File: src/rtl/lsu_mem_ctrl_pkg.sv
// rtl/lsu_mem_ctrl_pkg.sv - LSU widths, load-type codes, FSM states; LSU_MISALIGN_CHECK_EN adds the alignment helper
package lsu_mem_ctrl_pkg;

    localparam int ISA_WIDTH      = 32;
    localparam int MEM_MASK_WIDTH = ISA_WIDTH / 8;
    localparam int LD_TYPE_WIDTH  = 3;

    localparam logic [LD_TYPE_WIDTH-1:0] LD_LB  = 3'd0;
    localparam logic [LD_TYPE_WIDTH-1:0] LD_LH  = 3'd1;
    localparam logic [LD_TYPE_WIDTH-1:0] LD_LW  = 3'd2;
    localparam logic [LD_TYPE_WIDTH-1:0] LD_LBU = 3'd4;
    localparam logic [LD_TYPE_WIDTH-1:0] LD_LHU = 3'd5;

    typedef enum logic [1:0] {
        ST_IDLE = 2'd0,
        ST_REQ  = 2'd1,
        ST_WAIT = 2'd2,
        ST_DONE = 2'd3
    } lsu_state_e;

`ifdef LSU_MISALIGN_CHECK_EN
    // Stores are sized by their mask, loads by their type.
    function automatic logic misaligned(input logic [1:0]                off,
                                        input logic                      is_store,
                                        input logic [MEM_MASK_WIDTH-1:0] mask,
                                        input logic [LD_TYPE_WIDTH-1:0]  ld_type);
        logic half;
        logic word;
        if (is_store) begin
            half = (mask == MEM_MASK_WIDTH'(3));
            word = (mask == '1);
        end else begin
            half = (ld_type == LD_LH) || (ld_type == LD_LHU);
            word = (ld_type == LD_LW);
        end
        return (half && off[0]) || (word && (off != 2'b00));
    endfunction
`endif

endpackage

File: src/rtl/lsu_mem_ctrl_if.sv
// rtl/lsu_mem_ctrl_if.sv - EXU request, data-memory bus and WBU result signals of the LSU
// LSU_MISALIGN_CHECK_EN adds lsu_err.
interface lsu_mem_ctrl_if
    import lsu_mem_ctrl_pkg::*;
#(
    parameter int DW = ISA_WIDTH,
    parameter int MW = MEM_MASK_WIDTH
) ();

    logic                     in_valid;
    logic                     in_ready;
    logic [DW-1:0]            mem_addr;
    logic [DW-1:0]            mem_w;
    logic [MW-1:0]            mem_mask;
    logic                     mem_r_en;
    logic                     mem_w_en;
    logic [LD_TYPE_WIDTH-1:0] ld_type;

    logic                     bus_req_valid;
    logic                     bus_req_ready;
    logic                     bus_req_we;
    logic [DW-1:0]            bus_req_addr;
    logic [DW-1:0]            bus_req_wdata;
    logic [MW-1:0]            bus_req_wstrb;
    logic                     bus_resp_valid;
    logic [DW-1:0]            bus_resp_rdata;

    logic                     out_valid;
    logic                     out_ready;
    logic [DW-1:0]            ld_data;
`ifdef LSU_MISALIGN_CHECK_EN
    logic                     lsu_err;
`endif

    modport slave (
        input  in_valid, mem_addr, mem_w, mem_mask, mem_r_en, mem_w_en, ld_type,
        input  bus_req_ready, bus_resp_valid, bus_resp_rdata, out_ready,
        output in_ready, bus_req_valid, bus_req_we, bus_req_addr, bus_req_wdata, bus_req_wstrb,
        output out_valid, ld_data
`ifdef LSU_MISALIGN_CHECK_EN
        , output lsu_err
`endif
    );

    modport master (
        output in_valid, mem_addr, mem_w, mem_mask, mem_r_en, mem_w_en, ld_type,
        output bus_req_ready, bus_resp_valid, bus_resp_rdata, out_ready,
        input  in_ready, bus_req_valid, bus_req_we, bus_req_addr, bus_req_wdata, bus_req_wstrb,
        input  out_valid, ld_data
`ifdef LSU_MISALIGN_CHECK_EN
        , input lsu_err
`endif
    );

endinterface

File: src/rtl/lsu_mem_ctrl_load_fmt.sv
// rtl/lsu_mem_ctrl_load_fmt.sv - combinational byte-lane alignment and sign/zero extension of load data
module lsu_load_fmt
    import lsu_mem_ctrl_pkg::*;
#(
    parameter int DW = ISA_WIDTH
) (
    input  logic [DW-1:0]            rdata,
    input  logic [1:0]               off,
    input  logic [LD_TYPE_WIDTH-1:0] ld_type,
    output logic [DW-1:0]            fmt_data
);

    logic [DW-1:0] sh;

    always_comb begin
        sh       = rdata >> {off, 3'b000};
        // Reserved codes fall through to the byte zero-extend.
        fmt_data = {{(DW-8){1'b0}}, sh[7:0]};
        case (ld_type)
            LD_LB:   fmt_data = {{(DW-8){sh[7]}}, sh[7:0]};
            LD_LH:   fmt_data = {{(DW-16){sh[15]}}, sh[15:0]};
            LD_LHU:  fmt_data = {{(DW-16){1'b0}}, sh[15:0]};
            LD_LW:   fmt_data = sh;
            default: ;
        endcase
    end

endmodule

File: src/rtl/lsu_mem_ctrl.sv
// rtl/lsu_mem_ctrl.sv - load/store unit: one aligned bus access per request, result handed to WBU
// LSU_MISALIGN_CHECK_EN adds lsu_err and short-circuits misaligned accesses.
module lsu_mem_ctrl
    import lsu_mem_ctrl_pkg::*;
#(
    parameter int DW = ISA_WIDTH,
    parameter int MW = MEM_MASK_WIDTH
) (
    input  logic           clk,
    input  logic           rst,
    lsu_mem_ctrl_if.slave  lsu_io
);

    lsu_state_e               state_q;
    logic                     in_ready_q;
    logic                     req_valid_q;
    logic                     req_we_q;
    logic [DW-1:0]            req_addr_q;
    logic [DW-1:0]            req_wdata_q;
    logic [MW-1:0]            req_wstrb_q;
    logic                     out_valid_q;
    logic [DW-1:0]            ld_data_q;
    logic [1:0]               off_q;
    logic [LD_TYPE_WIDTH-1:0] ld_type_q;
    logic [DW-1:0]            fmt_data_d;
    logic                     mis_d;
    logic                     any_en_d;

    assign any_en_d = lsu_io.mem_r_en | lsu_io.mem_w_en;

`ifdef LSU_MISALIGN_CHECK_EN
    logic err_q;

    assign mis_d          = misaligned(lsu_io.mem_addr[1:0], lsu_io.mem_w_en,
                                       lsu_io.mem_mask, lsu_io.ld_type);
    assign lsu_io.lsu_err = err_q;

    always_ff @(posedge clk) begin
        if (!rst) begin
            err_q <= 1'b0;
        end else if (state_q == ST_IDLE && lsu_io.in_valid) begin
            err_q <= any_en_d & mis_d;
        end else if (state_q == ST_DONE && lsu_io.out_ready) begin
            err_q <= 1'b0;
        end
    end
`else
    assign mis_d = 1'b0;
`endif

    lsu_load_fmt #(.DW(DW)) u_load_fmt (
        .rdata    (lsu_io.bus_resp_rdata),
        .off      (off_q),
        .ld_type  (ld_type_q),
        .fmt_data (fmt_data_d)
    );

    always_ff @(posedge clk) begin
        if (!rst) begin
            state_q     <= ST_IDLE;
            in_ready_q  <= 1'b1;
            req_valid_q <= 1'b0;
            req_we_q    <= 1'b0;
            req_addr_q  <= '0;
            req_wdata_q <= '0;
            req_wstrb_q <= '0;
            out_valid_q <= 1'b0;
            ld_data_q   <= '0;
            off_q       <= 2'b00;
            ld_type_q   <= '0;
        end else begin
            case (state_q)
                ST_IDLE: begin
                    if (lsu_io.in_valid) begin
                        in_ready_q  <= 1'b0;
                        // Store wins when both enables are set.
                        req_we_q    <= lsu_io.mem_w_en;
                        req_addr_q  <= {lsu_io.mem_addr[DW-1:2], 2'b00};
                        req_wdata_q <= lsu_io.mem_w << {lsu_io.mem_addr[1:0], 3'b000};
                        req_wstrb_q <= lsu_io.mem_mask << lsu_io.mem_addr[1:0];
                        off_q       <= lsu_io.mem_addr[1:0];
                        ld_type_q   <= lsu_io.ld_type;
                        if (!any_en_d || mis_d) begin
                            state_q     <= ST_DONE;
                            out_valid_q <= 1'b1;
                            ld_data_q   <= '0;
                        end else begin
                            state_q     <= ST_REQ;
                            req_valid_q <= 1'b1;
                        end
                    end
                end
                ST_REQ: begin
                    if (lsu_io.bus_req_ready) begin
                        req_valid_q <= 1'b0;
                        state_q     <= ST_WAIT;
                    end
                end
                ST_WAIT: begin
                    // Store completion is the write ack; it carries no load data.
                    if (lsu_io.bus_resp_valid) begin
                        ld_data_q   <= req_we_q ? '0 : fmt_data_d;
                        out_valid_q <= 1'b1;
                        state_q     <= ST_DONE;
                    end
                end
                ST_DONE: begin
                    if (lsu_io.out_ready) begin
                        out_valid_q <= 1'b0;
                        in_ready_q  <= 1'b1;
                        state_q     <= ST_IDLE;
                    end
                end
                default: state_q <= ST_IDLE;
            endcase
        end
    end

    assign lsu_io.in_ready      = in_ready_q;
    assign lsu_io.bus_req_valid = req_valid_q;
    assign lsu_io.bus_req_we    = req_we_q;
    assign lsu_io.bus_req_addr  = req_addr_q;
    assign lsu_io.bus_req_wdata = req_wdata_q;
    assign lsu_io.bus_req_wstrb = req_wstrb_q;
    assign lsu_io.out_valid     = out_valid_q;
    assign lsu_io.ld_data       = ld_data_q;

endmodule

File: src/flat_wrapper.sv
// flat-port wrapper written by rule: the top's interface ports become plain ports
module lsu_mem_ctrl_flat import lsu_mem_ctrl_pkg::*;
#(
    parameter int DW = ISA_WIDTH,
    parameter int MW = MEM_MASK_WIDTH
)
  (clk, rst, lsu_io_in_valid, lsu_io_mem_addr, lsu_io_mem_w, lsu_io_mem_mask, lsu_io_mem_r_en, lsu_io_mem_w_en, lsu_io_ld_type, lsu_io_bus_req_ready, lsu_io_bus_resp_valid, lsu_io_bus_resp_rdata, lsu_io_out_ready, lsu_io_in_ready, lsu_io_bus_req_valid, lsu_io_bus_req_we, lsu_io_bus_req_addr, lsu_io_bus_req_wdata, lsu_io_bus_req_wstrb, lsu_io_out_valid, lsu_io_ld_data);
  lsu_mem_ctrl_if #(.DW(DW), .MW(MW)) lsu_io_i ();
  input  logic clk;
  input  logic rst;
  input wire logic [$bits(lsu_io_i.in_valid)-1:0] lsu_io_in_valid;
  input wire logic [$bits(lsu_io_i.mem_addr)-1:0] lsu_io_mem_addr;
  input wire logic [$bits(lsu_io_i.mem_w)-1:0] lsu_io_mem_w;
  input wire logic [$bits(lsu_io_i.mem_mask)-1:0] lsu_io_mem_mask;
  input wire logic [$bits(lsu_io_i.mem_r_en)-1:0] lsu_io_mem_r_en;
  input wire logic [$bits(lsu_io_i.mem_w_en)-1:0] lsu_io_mem_w_en;
  input wire logic [$bits(lsu_io_i.ld_type)-1:0] lsu_io_ld_type;
  input wire logic [$bits(lsu_io_i.bus_req_ready)-1:0] lsu_io_bus_req_ready;
  input wire logic [$bits(lsu_io_i.bus_resp_valid)-1:0] lsu_io_bus_resp_valid;
  input wire logic [$bits(lsu_io_i.bus_resp_rdata)-1:0] lsu_io_bus_resp_rdata;
  input wire logic [$bits(lsu_io_i.out_ready)-1:0] lsu_io_out_ready;
  output wire logic [$bits(lsu_io_i.in_ready)-1:0] lsu_io_in_ready;
  output wire logic [$bits(lsu_io_i.bus_req_valid)-1:0] lsu_io_bus_req_valid;
  output wire logic [$bits(lsu_io_i.bus_req_we)-1:0] lsu_io_bus_req_we;
  output wire logic [$bits(lsu_io_i.bus_req_addr)-1:0] lsu_io_bus_req_addr;
  output wire logic [$bits(lsu_io_i.bus_req_wdata)-1:0] lsu_io_bus_req_wdata;
  output wire logic [$bits(lsu_io_i.bus_req_wstrb)-1:0] lsu_io_bus_req_wstrb;
  output wire logic [$bits(lsu_io_i.out_valid)-1:0] lsu_io_out_valid;
  output wire logic [$bits(lsu_io_i.ld_data)-1:0] lsu_io_ld_data;
  assign lsu_io_i.in_valid = lsu_io_in_valid;
  assign lsu_io_i.mem_addr = lsu_io_mem_addr;
  assign lsu_io_i.mem_w = lsu_io_mem_w;
  assign lsu_io_i.mem_mask = lsu_io_mem_mask;
  assign lsu_io_i.mem_r_en = lsu_io_mem_r_en;
  assign lsu_io_i.mem_w_en = lsu_io_mem_w_en;
  assign lsu_io_i.ld_type = lsu_io_ld_type;
  assign lsu_io_i.bus_req_ready = lsu_io_bus_req_ready;
  assign lsu_io_i.bus_resp_valid = lsu_io_bus_resp_valid;
  assign lsu_io_i.bus_resp_rdata = lsu_io_bus_resp_rdata;
  assign lsu_io_i.out_ready = lsu_io_out_ready;
  assign lsu_io_in_ready = lsu_io_i.in_ready;
  assign lsu_io_bus_req_valid = lsu_io_i.bus_req_valid;
  assign lsu_io_bus_req_we = lsu_io_i.bus_req_we;
  assign lsu_io_bus_req_addr = lsu_io_i.bus_req_addr;
  assign lsu_io_bus_req_wdata = lsu_io_i.bus_req_wdata;
  assign lsu_io_bus_req_wstrb = lsu_io_i.bus_req_wstrb;
  assign lsu_io_out_valid = lsu_io_i.out_valid;
  assign lsu_io_ld_data = lsu_io_i.ld_data;
  lsu_mem_ctrl #(.DW(DW), .MW(MW)) u_core (.clk(clk), .rst(rst), .lsu_io(lsu_io_i));
endmodule
File: config.mk
export PLATFORM = sky130hd
export DESIGN_NAME = lsu_mem_ctrl_flat
export DESIGN_NICKNAME = d
export VERILOG_FILES = /design/src/rtl/lsu_mem_ctrl_pkg.sv /design/src/rtl/lsu_mem_ctrl_if.sv /design/src/rtl/lsu_mem_ctrl_load_fmt.sv /design/src/rtl/lsu_mem_ctrl.sv /design/src/flat_wrapper.sv
export SDC_FILE = /design/constraint.sdc
export NUM_CORES = 1
export LEC_CHECK = 0
export CAP_MARGIN = 40
export CORE_MARGIN = 5
export CORE_UTILIZATION = 46
export CTS_CLUSTER_SIZE = 14
export DETAILED_ROUTE_END_ITERATION = 7
export PLACE_DENSITY = 0.86
export SLEW_MARGIN = 20
export SYNTH_ARGS = -nofsm -noshare
export SYNTH_HDL_FRONTEND = slang
export SYNTH_SLANG_ARGS = --single-unit
File: constraint.sdc
create_clock -name clk -period 4.35 [get_ports clk]
set_input_delay 0.87 -clock clk [delete_from_list [all_inputs] [get_ports clk]]
set_output_delay 0.87 -clock clk [all_outputs]
set_load 0.02 [all_outputs]
Word-level counts from Yosys, hierarchy flattened

Cells that the tools add are included.

Logic and storage cells: 63
Input port bits: 111
Output and inout bits: 104
Bits in registers: 109

Bitwise gates (word level): 1
Reduce and logical (&&, ||, !) cells: 12
Shifts and indexed selects: 3
Equality and inequality tests: 12
Muxes and demuxes: 24

Operators with widths:

| kind                                                             | number |
|---|---|
| 32-bit two-way mux                                               | 4 |
| 32-bit case mux with 4 select lines                              | 1 |
| 32-bit case mux with 2 select lines                              | 1 |
| 32-bit by 5-bit left shift with 32-bit output                    | 1 |
| 32-bit by 5-bit >> shifter with 32-bit output                    | 1 |
| 4-bit AND reduction                                              | 3 |
| 2-bit two-way mux                                                | 5 |
| 2-bit != test (second input constant)                            | 5 |
| 1-bit two-way mux                                                | 9 |
| 2-bit case mux with 4 select lines                               | 1 |
| 2-bit nonzero test                                               | 3 |
| 5-bit AND reduction                                              | 1 |
| 2-bit == test (second input constant)                            | 2 |
| 1-bit case mux with 2 select lines                               | 2 |
| 4-bit by 2-bit left shift with 4-bit output                      | 1 |
| 3-bit by 1-bit == test with 1-bit output (second input constant) | 1 |
| 3-bit by 2-bit == test with 1-bit output (second input constant) | 1 |
| 3-bit == test (second input constant)                            | 1 |
| 3-bit zero test                                                  | 1 |
| 1-bit case mux with 3 select lines                               | 1 |
| 3-bit AND reduction                                              | 1 |
| 3-bit nonzero test                                               | 1 |
| 2-bit by 1-bit == test with 1-bit output (second input constant) | 1 |
| 2-bit zero test                                                  | 1 |
| 3 further kinds                                                  | 3 |

Depth between registers and ports, before layout

Gate-level depths: netlist (run 1).

Word-level depth: 5
Mapped depth: 8
Gate-level depth less buffers: 6

Hierarchy

Synthesis (run 1) repeated with hierarchy kept, for this count alone.

Cells, all modules: 626
Area total of the unflattened synthesis: 5276.3 sq um

Modules (own cells, without submodules):

| module       | area an instance (sq um) | seq. area each (sq um) | instances | cells each |
|---|---|---|---|---|
| lsu_mem_ctrl | 4367.9                   | 2182.1                 | 1         | 516 |
| lsu_load_fmt | 908.4                    | 0.0                    | 1         | 110 |

Worst setup path before layout (run 1)

OpenSTA, ideal clock, no wires.

Path kind: input -> register
Start: input port lsu_io_mem_w_en
End: register u_core.ld_data_q[22] (netlist: u_core.lsu_io.ld_data[22])
Buffers on the path: 2
Path slack: 1847 ps
Arrival: 2430 ps
Required time: 4277 ps
Setup time: 73 ps
Cell stages on the path: 6
Cell sequence: or3b_4 > a2111o_1 > buf_2 > a2111o_4 > buf_6 > o211ai_2

Longest elaborated chain between the ends: 3

RTL lines:

| what                          | line                | text |
|---|---|---|
| from (decl)                   | flat_wrapper.sv:16  | `input wire logic [$bits(lsu_io_i.mem_w_en)-1:0] lsu_io_mem_w_en;` |
| 1-bit OR                      | lsu_mem_ctrl.sv:29  | `assign any_en_d = lsu_io.mem_r_en \| lsu_io.mem_w_en;` |
| 2-bit != test (no line)       | --                  |  |
| 4-bit AND reduction (no line) | --                  |  |
| to (signal assigned)          | lsu_mem_ctrl.sv:102 | `ld_data_q <= req_we_q ? '0 : fmt_data_d;` |
| to (decl)                     | lsu_mem_ctrl.sv:22  | `logic [DW-1:0] ld_data_q;` |

Every way passes these cells.
A chain may end at the register's enable or synchronous reset.

Worst setup path after layout (run 1)

Start: input port lsu_io_in_valid
End: register u_core.ld_data_q[20] (netlist: u_core.lsu_io.ld_data[20])

Longest elaborated chain between the ends: 2

RTL lines:

| what                          | line               | text |
|---|---|---|
| from (decl)                   | flat_wrapper.sv:11 | `input wire logic [$bits(lsu_io_i.in_valid)-1:0] lsu_io_in_valid;` |
| 2-bit != test (no line)       | --                 |  |
| 4-bit AND reduction (no line) | --                 |  |

Every way passes these cells.

==> results of run 1 <==
-- final timing paths --
path                                                       end  slack [ns]  depth (start not counted)
setup / recovery        u_core.lsu_io.ld_data[20]$_SDFFE_PN0P_        1.51                          5
hold / removal     u_core.lsu_io.bus_req_addr[31]$_SDFFE_PN0P_        0.46                          2
setup reg to reg  u_core.lsu_io.bus_req_wdata[23]$_SDFFE_PN0P_        1.80                          7
hold reg to reg    u_core.lsu_io.bus_req_addr[31]$_SDFFE_PN0P_        0.46                          2
-- critical path, delay by kind of cell --
kind / cells / cell delay [ns]
AO/OA/AOI/OAI: 3 / 1.26
buffers and inverters: 1 / 0.56
AND/OR/NAND/NOR: 1 / 0.43
-- routing by layer --
metal	vias to the layer above	part of all wire, %	track usage (%)
met1	2451	40	28.6
met4	0	3.6	10.9
met5	-	0	0
li1	2435	-	-
met3	48	7.6	6.74
met2	223	49	41.6
-- registers in the layout (all words and copies together), names as in the netlist --
name and cells:
u_core.lsu_io.bus_req_wdata 32, u_core.lsu_io.out_valid 1, u_core.lsu_io.bus_req_we 1, u_core.ld_type_q 3, u_core.lsu_io.bus_req_valid 1, u_core.lsu_io.bus_req_wstrb 4, u_core.lsu_io.bus_req_addr 30, u_core.lsu_io.in_ready 1
u_core.lsu_io.ld_data 32, u_core.off_q 2, u_core.state_q 2
-- logic make-up after synthesis --
family,Yosys count
muxes,58
and+or+nand+nor,210
buffers and inverters,53
other,1
adders and majority gates,6
AOI/OAI and AO/OA,138
DFF,109
xor gates and xnor gates,1
-- cells in the final DEF, fill, tap and decap left out, drive strengths merged, types with 2 or more instances in the layout --
master | synthesis | routed
mux2 | 30 | 30
o21ai | 4 | 4
a21oi | 55 | 55
nand3 | 8 | 8
clkbuf | 37 | 12
nand3b | 2 | 2
nand4 | 8 | 8
ha | 6 | 6
a311oi | 8 | 8
o2bb2ai | 8 | 8
nand2 | 134 | 134
nor2b | 4 | 4
a2111o | 2 | 2
a22oi | 26 | 26
o211ai | 17 | 17
conb | 1 | 2
mux2i | 20 | 20
mux4 | 8 | 8
buf | 9 | 12
nor2 | 45 | 45
a222oi | 9 | 9
clkinv | 0 | 3
inv | 7 | 9
nor3 | 3 | 3
clkdlybuf4s50 | 0 | 212
a211oi | 4 | 4
dfxtp | 109 | 109
-- report_power, final --
group	total (W)	internal [W]	switching (W)
clock	0.000578	0.000232	0.000346
sequential	0.00123	0.00113	0.0000970
combinational	0.00130	0.000561	0.000742
total	0.00311	0.00192	0.00119
-- layout make-up --
| type | instances | area, µm² |
|---|---|---|
| clock inverters | 5 | 42.5 |
| flip-flops and latches | 109 | 2180 |
| multi-input cells | 415 | 2690 |
| clock buffers | 11 | 141 |
| well taps | 140 | 175 |
| fillers | 874 | 3370 |
| inverters | 7 | 26.3 |
| repair buffers | 225 | 2210 |
-- through the flow --
step                area, µm²  hold slack (ns)  utilization [%]  worst slack [ns]  power, W
finish                   7470            0.462             68.9              1.51   0.00311
global route             7470            0.487             68.9              1.48   0.00329
CTS                      7470            0.464             68.9              1.55   0.00312
detailed placement       7280            0.449             67.2              1.14   0.00254
global placement         7260            0.441             67.0              1.19   0.00249
floorplan                5090            0.474                -              1.85   0.00201
==> results by group, run 1 <==
Worst setup path
  – Critical path type: in2reg
  – R2r startpoint: u_core.state_q[1]$_SDFFE_PN0P_
  – CP endpoint kind: flip-flop
  – CP Cell Sequence: clkdlybuf4s50_1, or3b_4, a2111o_1, a2111o_4, o211ai_1
  – Slowest CP cell: a2111o_1
  – Crit path required time: roughly 4.6 ns
  – Crit-path max FO: 16
  – Slowest cell delay on critical path: ~0.6 ns
  – Arr. time, crit path: about 3.1 ns
  – CP startpoint kind: primary input
  – Worst Setup SP: lsu_io_in_valid

Clocking
  – CTS clk-pin slew, worst paths: around 0.11 ns
  – Cts repair resizes: 0
  – # H-tree levels: 3
  – CTS tree: built
  – Clock Sinks: ~110
  – Cts hold-fix bufs: 0
  – CTS Root Cell: clkbuf_8
  – Clock buffer depth: 2
  – Clock latency at the later pin of the worst-skew pair: between 0.3 and 0.4 ns
  – Post-CTS setup buffers: 0
  – CTS Buf Count: 9

Timing
  – Skew final: ~0.015 ns
  – Setup Viol. Count Final: 0
  – Period minus WS final: ~2.8 ns
  – Least-Margin Pin Slew: 0.791 ns
  – Max Slew Vio Count: 0
  – Total negative slack: 0 ns
  – Hold Vio Cnt, Final: 0
  – Slew margin rel.: roughly 47%
  – Highest clock rate: between 300 and 400 MHz
  – Fin crit share: 65.3%
  – Unrepaired setup endpoints after global routing: no

Final layout
  – Share of layout cells above drive strength 1: a little over a tenth
  – Area delta synth->final: 47.0%
  – Fin nets: just under 900
  – Non-Filler Instances: 912
  – Ant diodes: 0

Routing
  – DR vias: about 5200
  – Drt pass-1 iters: 5
  – DR WL/cell: ~18 µm
  – Via density: around 5.7
  – Routed Antenna Nets: 0
  – WL final: between 15000 and 20000 µm
  – Remaining DRCs: 0
  – DR iter-0 viols: roughly 410

GRT
  – Global-route wire length before repair: roughly 26000 µm
  – Largest net degree at the start of global routing: 43
  – Vias in the first global route: just over 5000
  – Number of antenna violations at the first check in global routing: 0
  – All-Layer GR Usage: between 20% and 30%
  – GR Overflow Total: 0

Synthesis
  – Top-area cell type share of the netlist area: 42.9%
  – Netlist Area Pre-Place: about 5100 µm²
  – Multiplexer area fraction after synthesis: 14.1%
  – Avg Inst Size Synth: 8.83 µm²
  – Post-synth top cells: nand2_1, dfxtp_1, a21oi_1
  – Post-Synth XOR/XNOR Area: less than 1%
  – Synth area leaders: dfxtp_1, nand2_1, mux2_2
  – Largest family of logic cells by synthesized area: compound AO/OA/AOI/OAI gates
  – Syn Inst Count: between 500 and 600
  – Yosys warns: 0
  – Most common flop cell mapped by yosys: dfxtp_1
  – Seq cells post-synth: 109
  – Post-synth ARST share: 0%
  – Adder-Cell Fraction of Synth Area: under 10%
  – Most common cell in the netlist: nand2_1
  – Post-synth EDFFs: 0
  – Distinct cells, synth: 45
  – Compound-Gate Fraction of Synth Area: 19.0%
  – Share of the yosys chip area belonging to registers: between 40% and 50%
  – Synth Area in Simple Gates: 17.9%
  – Synth area leader: dfxtp_1

Placement
  – RePlAce Congestion: 0.854
  – DP Cell Count: just under 900
  – HPWL after DPL: between 10000 and 15000 µm
  – I/O Buffers: approximately 210

Die
  – Die area: between 10000 and 15000 µm²
  – Chip width: roughly 120 µm
  – Initial Utilization: 46.9%
  – I/O pins: approximately 220
  – Row cnt: 38
  – Total core area: around 11000 µm²
  – Die H: 115 µm

Worst hold path
  – Hold path start: u_core.lsu_io.bus_req_addr[31]$_SDFFE_PN0P_
  – Worst hold-check path type: reg2reg

Power
  – Lkg Pwr: ~2.7 nW
  – Power Dens Cells: around 420 nW/µm²
  – Maximum vdd drop: ~0.28 mV

Run status
  – Status: completed

Run
  – Max Cap Viol: 0
No activity file was read; power rests on OpenSTA's default activity.
==> run 2: changes to the inputs <==
CORE_UTILIZATION = 39   (was 46)
PLACE_DENSITY = 0.77   (was 0.86)
clock period = 2.45 ns   (was 4.35 ns; I/O delays follow)
==> run 2 against run 1 <==
Critical path depth up 3. Sequential power rose by 76%. Power rose by 96%. Setup slack got worse by 1.3 ns. Clock power rose to 2.6 times the previous value. Core utilization down 7.9 points. Sequential cell count unchanged. First-iteration DRC count is 9.1% lower. Critical path type is now reg2reg.
==> results by group, run 2 (same netlist as run 1, synthesis figures left out) <==
Run status
  – Status: completed

Worst setup path
  – Crit path required time: 2.72 ns
  – R2R Path End: u_core.state_q[1]$_SDFFE_PN0P_
  – Critical path type: reg2reg
  – CP endpoint kind: flip-flop
  – Arr. time, crit path: 2.50 ns
  – R2r setup slk: 0.21 ns
  – Crit-path max FO: 10
  – FF-to-FF path depth: 8
  – R2r startpoint: u_core.state_q[0]$_SDFFE_PN0P_
  – CP startpoint kind: flip-flop

Routing
  – Routed Antenna Nets: 0
  – DR WL/cell: approximately 18 µm
  – Via density: around 5.3
  – Remaining DRCs: 0
  – DR iter-0 viols: between 300 and 400
  – WL final: about 17000 µm
  – Drt pass-1 iters: 8
  – DR vias: 5116

Clocking
  – Clock Sinks: approximately 110
  – Cts hold-fix bufs: 0
  – # H-tree levels: 3
  – Cts repair resizes: 0
  – CTS tree: built
  – Clock latency at the later pin of the worst-skew pair: ~0.35 ns
  – CTS clk-pin slew, worst paths: 0.07 ns
  – CTS Root Cell: clkbuf_16
  – CTS Buf Count: 9
  – Clock buffer depth: 2
  – Post-CTS setup buffers: 0

Worst hold path
  – Worst hold-check path type: reg2reg
  – Worst Hold Path EP: u_core.lsu_io.bus_req_addr[11]$_SDFFE_PN0P_
  – Hold path depth: 2
  – Hold path start: u_core.lsu_io.bus_req_addr[11]$_SDFFE_PN0P_

Final layout
  – Ant diodes: 0
  – Area delta synth->final: 52.7%
  – Share of layout cells above drive strength 1: 12.7%
  – Commonest non-fill, non-tap cell in the layout: clkdlybuf4s50_1
  – Most frequent cells in the layout: clkdlybuf4s50_1, nand2_1, dfxtp_1
  – Fin nets: approximately 900

Placement
  – RePlAce Congestion: roughly 0.90
  – I/O Buffers: about 210
  – HPWL after DPL: 12900 µm

Timing
  – Hold Vio Cnt, Final: 0
  – Setup Viol. Count Final: 0
  – Slew margin rel.: 56.5%
  – Skew final: 0.00704 ns
  – Highest clock rate: 447 MHz
  – Worst hold slack: roughly 0.46 ns
  – Period minus WS final: roughly 2.2 ns
  – Fin crit share: 91.4%
  – Unrepaired setup endpoints after global routing: no
  – Least-Margin Pin Slew: about 0.64 ns
  – Max Slew Vio Count: 0

GRT
  – Global-route wire length before repair: 26300 µm
  – All-Layer GR Usage: a little over a fifth
  – Vias in the first global route: a little over 5000
  – Number of antenna violations at the first check in global routing: 0
  – Largest net degree at the start of global routing: between 40 and 50
  – GR Overflow Total: 0

Die
  – Row cnt: between 40 and 50
  – Die H: about 120 µm
  – Chip width: 124 µm
  – Total core area: around 13000 µm²
  – Die area: approximately 15000 µm²
  – Initial Utilization: between 30% and 40%
  – I/O pins: about 220

Run
  – Max Cap Viol: 0

Power
  – Power Dens Cells: a little under 800 nW/µm²
  – Maximum vdd drop: about 0.6 mV
  – Total power draw: ~0.0061 W
  – Lkg Pwr: about 2.8 nW
-- run 2: cell types whose count changed in the layout (fill, tap and decap cells not counted), sizes merged --
cell,before,now
buf,12,27
bufinv,0,1
clkbuf,12,9
clkinv,3,2
clkinvlp,0,1
inv,9,10
-- run 2: per-stage QoR --
stage	setup slack [ns]	TNS [ns]	instance area, µm²	instances	utilization [%]
2_1_floorplan	0.327	0	5090	577	-
3_3_place_gp	-0.0768	-0.591	7440	939	58.5
3_5_place_dp	-0.126	-1.10	7460	942	58.6
4_1_cts	0.225	0	7760	958	61.0
5_1_grt	0.0619	0	7760	958	61.0
6_report	0.212	0	7760	958	61.0
-- run 2: area by class of cell --
type	count	area, µm²
Clock buffer	9	225
Clock inverter	7	80.1
Fill cell	1125	4960
Inverter	7	26.3
Multi-Input combinational cell	415	2690
Sequential cell	109	2180
Tap cell	172	215
Timing Repair Buffer	239	2340
-- run 2: how the worst max path moves through the flow --
stage / slack, ns / depth (start not counted) / end / startpoint
global placement: -0.08 / 5 / u_core.lsu_io.ld_data[16]$_SDFFE_PN0P_ / lsu_io_in_valid
finish: 0.21 / 8 / u_core.state_q[1]$_SDFFE_PN0P_ / u_core.state_q[0]$_SDFFE_PN0P_
detailed placement: -0.13 / 5 / u_core.lsu_io.ld_data[16]$_SDFFE_PN0P_ / lsu_io_in_valid
floorplan: 0.33 / 6 / u_core.lsu_io.ld_data[22]$_SDFFE_PN0P_ / lsu_io_mem_w_en
global route: 0.06 / 8 / u_core.state_q[1]$_SDFFE_PN0P_ / u_core.state_q[0]$_SDFFE_PN0P_
CTS: 0.22 / 8 / u_core.state_q[1]$_SDFFE_PN0P_ / u_core.state_q[0]$_SDFFE_PN0P_
-- run 2: layer usage --
metal | share of wire, % | GRT usage, % | vias to the layer above
li1 | - | - | 2462
met1 | 40 | 26.5 | 2431
met2 | 49 | 35.5 | 187
met3 | 7.5 | 6.81 | 36
met4 | 3.1 | 9.03 | 0
met5 | 0 | 0 | -
-- run 2: power by group --
part	switching [W]	leakage, nW	internal [W]
clock network	0.000690	0.148	0.000808
registers	0.000150	0.888	0.00201
logic	0.00137	1.81	0.00106
-- run 2: critical path, stage by stage (launching register included) --
cell	delay [ns]
dfxtp_1	0.40
inv_1	0.10
ha_1	0.23
buf_4	0.18
and2b_1	0.18
a2111oi_0	0.57
buf_4	0.24
nor2_1	0.04
a211oi_1	0.21
==> run 3: changes to the inputs <==
CTS_CLUSTER_DIAMETER = 30   (was unset)
==> results of run 3 <==
No change in the layout: final DEF, timing and power equal those of run 2.
